### src/rtl/ins_seq_pkg.sv
`default_nettype none
// ============================================================================
// Module  : ins_seq_pkg
// Purpose : Shared types and constants for the RV32I instruction sequencer:
//           sequencer state encoding, RV32I major opcodes, default reset and
//           trap vectors, and a small PC helper.
// Revision: 1.0 - initial release
// ============================================================================
package ins_seq_pkg;

  typedef enum logic [2:0] {
    ST_FETCH  = 3'd0,
    ST_DECODE = 3'd1,
    ST_EXEC   = 3'd2,
    ST_WB     = 3'd3,
    ST_TRAP   = 3'd4
  } state_e;

  // RV32I major opcodes (inst[6:0]) as seen by the decode/execute units.
  localparam logic [6:0] RV32I_OP_LUI    = 7'b0110111;
  localparam logic [6:0] RV32I_OP_AUIPC  = 7'b0010111;
  localparam logic [6:0] RV32I_OP_JAL    = 7'b1101111;
  localparam logic [6:0] RV32I_OP_JALR   = 7'b1100111;
  localparam logic [6:0] RV32I_OP_BRANCH = 7'b1100011;
  localparam logic [6:0] RV32I_OP_LOAD   = 7'b0000011;
  localparam logic [6:0] RV32I_OP_STORE  = 7'b0100011;
  localparam logic [6:0] RV32I_OP_IMM    = 7'b0010011;
  localparam logic [6:0] RV32I_OP_REG    = 7'b0110011;

  localparam logic [31:0] DEF_RESET_PC = 32'h0000_0000;
  localparam logic [31:0] DEF_TRAP_VEC = 32'h0000_0100;

  // Sequential next PC; wraps modulo 2^32.
  function automatic logic [31:0] pc_plus4(input logic [31:0] pc);
    return pc + 32'd4;
  endfunction

endpackage
`default_nettype wire

### src/rtl/ins_seq_if.sv
`default_nettype none
// ============================================================================
// Module  : ins_seq_if
// Purpose : Bundle of the sequencer's fetch, execute and writeback signals.
//   master : sequencer side (drives imem_req/addr, ins, pc, exec_op, rf_*,
//            trap/trap_pc; receives imem_ack/rdata, exec_busy, reg_*)
//   slave  : memory / execute units / register file side
// Revision: 1.0 - initial release
// ============================================================================
interface ins_seq_if;
  import ins_seq_pkg::*;

  logic        imem_req;
  logic [31:0] imem_addr;
  logic        imem_ack;
  logic [31:0] imem_rdata;
  logic [31:0] ins;
  logic [31:0] pc;
  logic        exec_op;
  logic        exec_busy;
  logic        reg_pc_w_op;
  logic [31:0] reg_pc_w_val;
  logic        reg_w_op;
  logic [4:0]  reg_w_reg_idx;
  logic [31:0] reg_w_reg_val;
  logic        rf_we;
  logic [4:0]  rf_waddr;
  logic [31:0] rf_wdata;
  logic        trap;
  logic [31:0] trap_pc;

  modport master (
    output imem_req, imem_addr, ins, pc, exec_op, rf_we, rf_waddr, rf_wdata,
           trap, trap_pc,
    input  imem_ack, imem_rdata, exec_busy, reg_pc_w_op, reg_pc_w_val,
           reg_w_op, reg_w_reg_idx, reg_w_reg_val
  );

  modport slave (
    input  imem_req, imem_addr, ins, pc, exec_op, rf_we, rf_waddr, rf_wdata,
           trap, trap_pc,
    output imem_ack, imem_rdata, exec_busy, reg_pc_w_op, reg_pc_w_val,
           reg_w_op, reg_w_reg_idx, reg_w_reg_val
  );

endinterface
`default_nettype wire

### src/rtl/ins_seq_pc.sv
`default_nettype none
// ============================================================================
// Module  : ins_seq_pc
// Purpose : Program counter register with next-PC selection (+4, captured
//           branch/jump target, trap vector) and target misalignment check.
//   clk, rst   : clock, asynchronous active-high reset (pc <= RESET_PC)
//   adv        : leaving writeback; advance or redirect the PC
//   load_trap  : leaving trap; load TRAP_VEC
//   tgt_op     : captured PC-write request
//   tgt_val    : captured PC-write target
//   pc         : current PC
//   misalign   : taken target has nonzero bits [1:0]
// Config  : INS_SEQ_MISALIGN_TRAP_EN enables the misalignment check; when
//           undefined misalign is tied 0 (targets arrive pre-aligned).
// Revision: 1.0 - initial release
// ============================================================================
module ins_seq_pc
  import ins_seq_pkg::*;
#(
  parameter logic [31:0] RESET_PC = DEF_RESET_PC,
  parameter logic [31:0] TRAP_VEC = DEF_TRAP_VEC
) (
  input  logic        clk,
  input  logic        rst,
  input  logic        adv,
  input  logic        load_trap,
  input  logic        tgt_op,
  input  logic [31:0] tgt_val,
  output logic [31:0] pc,
  output logic        misalign
);

  logic [31:0] pc_q, pc_d;

`ifdef INS_SEQ_MISALIGN_TRAP_EN
  assign misalign = tgt_op && (tgt_val[1:0] != 2'b00);
`else
  assign misalign = 1'b0;
`endif

  // A misaligned target holds the PC so trap_pc can report the faulting
  // instruction; the trap state then loads the vector.
  always_comb begin
    pc_d = pc_q;
    if (load_trap) begin
      pc_d = TRAP_VEC;
    end else if (adv && !misalign) begin
      pc_d = tgt_op ? tgt_val : pc_plus4(pc_q);
    end
  end

  always_ff @(posedge clk or posedge rst) begin
    if (rst) pc_q <= RESET_PC;
    else     pc_q <= pc_d;
  end

  assign pc = pc_q;

endmodule
`default_nettype wire

### src/rtl/ins_seq.sv
`default_nettype none
// ============================================================================
// Module  : ins_seq
// Purpose : Multi-cycle RV32I instruction sequencer. Fetches over a req/ack
//           handshake, strobes the shared execute enable, captures execute
//           results and commits them in a dedicated writeback cycle.
//   clk, rst : clock, asynchronous active-high reset
//   bus      : ins_seq_if.master - imem_req/addr/ack/rdata, ins, pc, exec_op,
//              exec_busy, reg_pc_w_*, reg_w_*, rf_we/waddr/wdata, trap/trap_pc
// Config  : INS_SEQ_MISALIGN_TRAP_EN - misaligned taken targets trap to
//           TRAP_VEC; when undefined target bits [1:0] are forced to 0 and
//           trap/trap_pc are tied 0.
// Revision: 1.0 - initial release
// ============================================================================
module ins_seq
  import ins_seq_pkg::*;
#(
  parameter logic [31:0] RESET_PC = DEF_RESET_PC,
  parameter logic [31:0] TRAP_VEC = DEF_TRAP_VEC
) (
  input  logic  clk,
  input  logic  rst,
  ins_seq_if.master bus
);

  localparam logic [2:0] S_FETCH  = ST_FETCH;
  localparam logic [2:0] S_DECODE = ST_DECODE;
  localparam logic [2:0] S_EXEC   = ST_EXEC;
  localparam logic [2:0] S_WB     = ST_WB;
  localparam logic [2:0] S_TRAP   = ST_TRAP;

  logic [2:0]  state_q, state_d;
  logic [31:0] ins_q, ins_d;
  logic        imem_req_q, imem_req_d;
  logic        exec_op_q, exec_op_d;
  logic        cap_pc_w_op_q, cap_pc_w_op_d;
  logic [31:0] cap_pc_w_val_q, cap_pc_w_val_d;
  logic        cap_w_op_q, cap_w_op_d;
  logic [4:0]  cap_w_idx_q, cap_w_idx_d;
  logic [31:0] cap_w_val_q, cap_w_val_d;
  logic [31:0] pc;
  logic        misalign;
  logic        rf_we;

  always_comb begin
    state_d        = state_q;
    ins_d          = ins_q;
    cap_pc_w_op_d  = cap_pc_w_op_q;
    cap_pc_w_val_d = cap_pc_w_val_q;
    cap_w_op_d     = cap_w_op_q;
    cap_w_idx_d    = cap_w_idx_q;
    cap_w_val_d    = cap_w_val_q;
    case (state_q)
      // The request flop is low in the first cycle after reset, so an ack
      // left over from an abandoned fetch cannot be taken.
      S_FETCH: begin
        if (imem_req_q && bus.imem_ack) begin
          ins_d   = bus.imem_rdata;
          state_d = S_DECODE;
        end
      end
      S_DECODE: state_d = S_EXEC;
      S_EXEC: begin
        if (!bus.exec_busy) begin
          cap_pc_w_op_d = bus.reg_pc_w_op;
`ifdef INS_SEQ_MISALIGN_TRAP_EN
          cap_pc_w_val_d = bus.reg_pc_w_val;
`else
          cap_pc_w_val_d = {bus.reg_pc_w_val[31:2], 2'b00};
`endif
          cap_w_op_d  = bus.reg_w_op;
          cap_w_idx_d = bus.reg_w_reg_idx;
          cap_w_val_d = bus.reg_w_reg_val;
          state_d     = S_WB;
        end
      end
      S_WB:    state_d = misalign ? S_TRAP : S_FETCH;
      S_TRAP:  state_d = S_FETCH;
      default: state_d = S_FETCH;
    endcase
  end

  // Registered decodes of the next state keep imem_req / exec_op glitch-free.
  assign imem_req_d = (state_d == S_FETCH);
  assign exec_op_d  = (state_d == S_EXEC);

  always_ff @(posedge clk or posedge rst) begin
    if (rst) begin
      state_q        <= S_FETCH;
      ins_q          <= '0;
      imem_req_q     <= 1'b0;
      exec_op_q      <= 1'b0;
      cap_pc_w_op_q  <= 1'b0;
      cap_pc_w_val_q <= '0;
      cap_w_op_q     <= 1'b0;
      cap_w_idx_q    <= '0;
      cap_w_val_q    <= '0;
    end else begin
      state_q        <= state_d;
      ins_q          <= ins_d;
      imem_req_q     <= imem_req_d;
      exec_op_q      <= exec_op_d;
      cap_pc_w_op_q  <= cap_pc_w_op_d;
      cap_pc_w_val_q <= cap_pc_w_val_d;
      cap_w_op_q     <= cap_w_op_d;
      cap_w_idx_q    <= cap_w_idx_d;
      cap_w_val_q    <= cap_w_val_d;
    end
  end

  ins_seq_pc #(
    .RESET_PC (RESET_PC),
    .TRAP_VEC (TRAP_VEC)
  ) u_pc (
    .clk       (clk),
    .rst       (rst),
    .adv       (state_q == S_WB),
    .load_trap (state_q == S_TRAP),
    .tgt_op    (cap_pc_w_op_q),
    .tgt_val   (cap_pc_w_val_q),
    .pc        (pc),
    .misalign  (misalign)
  );

  // Writes to x0 and writes paired with a trapping target are dropped.
  assign rf_we = (state_q == S_WB) && cap_w_op_q && (cap_w_idx_q != 5'd0)
                 && !misalign;

  assign bus.imem_req  = imem_req_q;
  assign bus.imem_addr = pc;
  assign bus.ins       = ins_q;
  assign bus.pc        = pc;
  assign bus.exec_op   = exec_op_q;
  assign bus.rf_we     = rf_we;
  assign bus.rf_waddr  = rf_we ? cap_w_idx_q : 5'd0;
  assign bus.rf_wdata  = rf_we ? cap_w_val_q : 32'd0;

`ifdef INS_SEQ_MISALIGN_TRAP_EN
  logic [31:0] trap_pc_q, trap_pc_d;

  assign trap_pc_d = ((state_q == S_WB) && misalign) ? pc : trap_pc_q;

  always_ff @(posedge clk or posedge rst) begin
    if (rst) trap_pc_q <= '0;
    else     trap_pc_q <= trap_pc_d;
  end

  assign bus.trap    = (state_q == S_TRAP);
  assign bus.trap_pc = trap_pc_q;
`else
  assign bus.trap    = 1'b0;
  assign bus.trap_pc = 32'd0;
`endif

endmodule
`default_nettype wire

### src/flat_wrapper.sv
// flat-port wrapper written by rule: the top's interface ports become plain ports
module ins_seq_flat import ins_seq_pkg::*;
#(
  parameter logic [31:0] RESET_PC = DEF_RESET_PC,
  parameter logic [31:0] TRAP_VEC = DEF_TRAP_VEC
)
  (clk, rst, bus_imem_req, bus_imem_addr, bus_ins, bus_pc, bus_exec_op, bus_rf_we, bus_rf_waddr, bus_rf_wdata, bus_trap, bus_trap_pc, bus_imem_ack, bus_imem_rdata, bus_exec_busy, bus_reg_pc_w_op, bus_reg_pc_w_val, bus_reg_w_op, bus_reg_w_reg_idx, bus_reg_w_reg_val);
  ins_seq_if bus_i ();
  input  logic clk;
  input  logic rst;
  output wire logic [$bits(bus_i.imem_req)-1:0] bus_imem_req;
  output wire logic [$bits(bus_i.imem_addr)-1:0] bus_imem_addr;
  output wire logic [$bits(bus_i.ins)-1:0] bus_ins;
  output wire logic [$bits(bus_i.pc)-1:0] bus_pc;
  output wire logic [$bits(bus_i.exec_op)-1:0] bus_exec_op;
  output wire logic [$bits(bus_i.rf_we)-1:0] bus_rf_we;
  output wire logic [$bits(bus_i.rf_waddr)-1:0] bus_rf_waddr;
  output wire logic [$bits(bus_i.rf_wdata)-1:0] bus_rf_wdata;
  output wire logic [$bits(bus_i.trap)-1:0] bus_trap;
  output wire logic [$bits(bus_i.trap_pc)-1:0] bus_trap_pc;
  input wire logic [$bits(bus_i.imem_ack)-1:0] bus_imem_ack;
  input wire logic [$bits(bus_i.imem_rdata)-1:0] bus_imem_rdata;
  input wire logic [$bits(bus_i.exec_busy)-1:0] bus_exec_busy;
  input wire logic [$bits(bus_i.reg_pc_w_op)-1:0] bus_reg_pc_w_op;
  input wire logic [$bits(bus_i.reg_pc_w_val)-1:0] bus_reg_pc_w_val;
  input wire logic [$bits(bus_i.reg_w_op)-1:0] bus_reg_w_op;
  input wire logic [$bits(bus_i.reg_w_reg_idx)-1:0] bus_reg_w_reg_idx;
  input wire logic [$bits(bus_i.reg_w_reg_val)-1:0] bus_reg_w_reg_val;
  assign bus_imem_req = bus_i.imem_req;
  assign bus_imem_addr = bus_i.imem_addr;
  assign bus_ins = bus_i.ins;
  assign bus_pc = bus_i.pc;
  assign bus_exec_op = bus_i.exec_op;
  assign bus_rf_we = bus_i.rf_we;
  assign bus_rf_waddr = bus_i.rf_waddr;
  assign bus_rf_wdata = bus_i.rf_wdata;
  assign bus_trap = bus_i.trap;
  assign bus_trap_pc = bus_i.trap_pc;
  assign bus_i.imem_ack = bus_imem_ack;
  assign bus_i.imem_rdata = bus_imem_rdata;
  assign bus_i.exec_busy = bus_exec_busy;
  assign bus_i.reg_pc_w_op = bus_reg_pc_w_op;
  assign bus_i.reg_pc_w_val = bus_reg_pc_w_val;
  assign bus_i.reg_w_op = bus_reg_w_op;
  assign bus_i.reg_w_reg_idx = bus_reg_w_reg_idx;
  assign bus_i.reg_w_reg_val = bus_reg_w_reg_val;
  ins_seq #(.RESET_PC(RESET_PC), .TRAP_VEC(TRAP_VEC)) u_core (.clk(clk), .rst(rst), .bus(bus_i));
endmodule
### config.mk
export PLATFORM = sky130hd
export DESIGN_NAME = ins_seq_flat
export DESIGN_NICKNAME = d
export VERILOG_FILES = /design/src/rtl/ins_seq_pkg.sv /design/src/rtl/ins_seq_if.sv /design/src/rtl/ins_seq_pc.sv /design/src/rtl/ins_seq.sv /design/src/flat_wrapper.sv
export SDC_FILE = /design/constraint.sdc
export NUM_CORES = 1
export LEC_CHECK = 0
export CAP_MARGIN = 15
export CORE_MARGIN = 2
export CORE_UTILIZATION = 40
export DETAILED_ROUTE_END_ITERATION = 8
export PLACE_DENSITY = 0.76
export SETUP_SLACK_MARGIN = 0.02
export SLEW_MARGIN = 10
export SYNTH_ARGS = -nofsm -noshare
export SYNTH_HDL_FRONTEND = slang
export SYNTH_SLANG_ARGS = --single-unit
### constraint.sdc
create_clock -name clk -period 12.9 [get_ports clk]
set_input_delay 2.58 -clock clk [delete_from_list [all_inputs] [get_ports clk]]
set_output_delay 2.58 -clock clk [all_outputs]
set_load 0.05 [all_outputs]
==> flow_summary.ini <==
[setup_path]
end_kind = output pin
r2r_cells = 5
worst_setup_path_start_kind = register
cp_max_fo = 35
worst-endpoint-arrival_ps = 3280
setup.worst_path.class = reg -> out
required_ps = 10320

[pwr]
power-per-cell-area_nw_per_um2 = 200.1
power.leakage_nw = 3.924
vdd_ir_drop_max_uv = 164.0

[placed_design]
dpl-instance-area_um2 = 8887
dp_hpwl_um = 11700
gp_congestion = 0.7974
portBuffers = 236

[detailed_routing]
drc_errors = 0
drtPass1Iterations = 4
vias = 5007
wl_um = 16760
post_drt_wl_per_cell_um = 16.64
drtIter0Drc = 277
final_antenna_net_count = 0
viasPerCell = 4.972

[clock_network]
root_buffer = clkbuf_16
clock-sinks = 136
cts_buffers = 17
post_cts_resized = 0
cts_tree = yes
postCtsSetupBuffers = 0
clockBufferDepth = 2
holdBufCountCts = 0
clk_latency_ps = 420
htreeDepth = 4
clk_pin_slew_ps = 60

[logic_synthesis]
async_flop_share_pct = 100.0
synth_cells = 570
ys_ff_latch = 136
ys.warnings.count = 0
netlist_area_um2 = 6686
synth_edf_count = 0
synth-main-ff-cell = dfrtp_1
ys_seq_area_share_pct = 50.90
syn_area_per_cell_um2 = 11.73
synth_cell_types = 53

[floorplan]
core_um2 = 16470
dieHeight_um = 133.3
io_pins = 276
die_area_um2 = 17770
die_w_um = 133.3
initial_core_util_pct = 40.61
num_rows = 47

[sta]
timing_worst_slew_pin_value_ps = 1034
max_freq_ghz = 0.1706
fin_crit_ps = 5863
rsz0062_at_grt = false
slew_headroom_pct = 31.07
hold_viol = 0
fin_skew_ps = 8.701
finalSetupTns_ps = 0
whs_ps = 495.5
finalMaxSlewViolations = 0
setup_viol = 0
min_period_over_period_pct = 45.45

[layout]
final_nets = 882
final_area_um2 = 9562
drive_gt1_share_pct = 20.33
area_growth_pct = 43.00
finish.utilization_pct = 58.07
diodes = 0

[status]
outcome = finished clean

[run]
maxCapViolCount = 0

[min_path]
hold_path_depth = 1
hold_path_class = reg -> reg

[global_route]
grt_use_total_pct = 19.30
grt_max_degree = 80
grt_antenna_before_repair = 0
grt_pass1_wl_um = 26780
grt_overflow = 0
grt_pass1_vias = 5021
## metal layers
layer	wire length [um]	vias up	GRT usage [%]
li1	-	2331	-
met4	257	0	6.560
met2	8385	195	31.76
met3	1364	19	7.572
met1	6750	2462	23.19
met5	0	-	0
## stage by stage
step           std cells  worst slack (ps)  power (mW)
6_report            1007              7037       1.914
5_1_grt             1007              6697       2.004
4_1_cts             1007              6939       1.933
3_5_place_dp         975              7417       1.362
3_3_place_gp         975              7425       1.346
2_1_floorplan        607              6681       1.154
## placed cells by master, fill, tap and decap left out, types with 4 or more instances in the layout
cell type	Yosys	layout
a22oi_1	8	8
inv_6	0	4
a22oi_2	7	7
o211ai_1	4	4
mux2_2	100	100
buf_4	67	5
clkdlybuf4s50_1	0	236
o21ai_0	23	23
bufinv_16	0	6
nand2_1	25	25
clkbuf_16	0	17
nand4_1	13	13
inv_1	8	7
nor3_1	8	8
conb_1	1	38
o21ai_1	8	8
xor2_1	7	7
a21oi_1	13	13
and3_1	6	6
and2_1	37	37
nor2_1	22	22
dfrtp_1	136	136
nand3_1	7	7
## cell type report
type | instances | area, um2
multi-input cells | 370 | 2774
clock buffers | 18 | 429.2
inverters | 8 | 35.03
repair buffers | 241 | 2400
clock inverters | 14 | 245.2
fillers | 1409 | 6904
well taps | 220 | 275.3
flip-flops and latches | 136 | 3403
## critical path, cell delays in order, from the launching register on
cell and delay, ps:
dfrtp_1 490, nand2_1 80, nor2_1 300, o311a_1 930
and2_1 250, clkdlybuf4s50_1 830
## state kept, by name, indices dropped and copies added, names as in the netlist
register / flops
u_core.cap_w_op_q: 1
u_core.cap_w_idx_q: 5
u_core.state_q: 3
u_core.cap_pc_w_op_q: 1
u_core.bus.ins: 32
u_core.cap_pc_w_val_q: 30
u_core.cap_w_val_q: 32
u_core.bus.imem_req: 1
u_core.u_pc.pc: 30
u_core.bus.exec_op: 1
## synthesized netlist by cell type, drive strengths merged, types with 3 or more instances
master  number  area share, %
and3         6           0.56
nor4         8            1.3
a31oi        3           0.28
clkbuf      10           0.58
nand2       25            1.4
nand3        9           0.94
a22oi       15            2.2
or2          3           0.28
inv          8           0.45
mux2       100             17
o211ai       5           0.64
xor2         7           0.92
or3          3           0.28
and2        37            3.5
buf         83            8.9
o21ai       31            2.3
nor2        22            1.2
nand4       16            2.0
o22ai        3           0.28
a21oi       14            1.1
nor3         8           0.60
dfrtp      136             51
## logic make-up (layout without fill, tap and decap cells)
logic type,Yosys count,after routing,share of synthesized area [%]
compound gates,79,79,8.009
xor+xnor,8,8,1.048
fa+ha+maj,1,1,0.1871
buf+inv,101,281,9.917
other cells,1,38,0.05608
simple gates,143,143,12.89
flops,136,136,50.90
mux,101,101,16.99
## final timing paths
check / start / to / slack, ps
hold reg to reg: u_core.cap_w_val_q[5]$_DFFE_PP0P_ / u_core.cap_w_val_q[5]$_DFFE_PP0P_ / 500
min in group asynchronous: rst / u_core.bus.ins[23]$_DFFE_PP0P_ / 2590
max in group asynchronous: rst / u_core.u_pc.pc[28]$_DFFE_PP0P_ / 8880
hold / removal: u_core.cap_w_val_q[5]$_DFFE_PP0P_ / u_core.cap_w_val_q[5]$_DFFE_PP0P_ / 500
setup / recovery: u_core.state_q[0]$_DFF_PP0_ / bus_rf_wdata[20] / 7040
setup reg to reg: u_core.state_q[2]$_DFF_PP0_ / u_core.u_pc.pc[21]$_DFFE_PP0P_ / 10230
## report_power, final
| part | internal [mW] | switching [mW] |
|---|---|---|
| registers | 0.594 | 0.0962 |
| clock network | 0.365 | 0.195 |
| logic | 0.280 | 0.383 |
No activity file was read; power rests on OpenSTA's default activity.
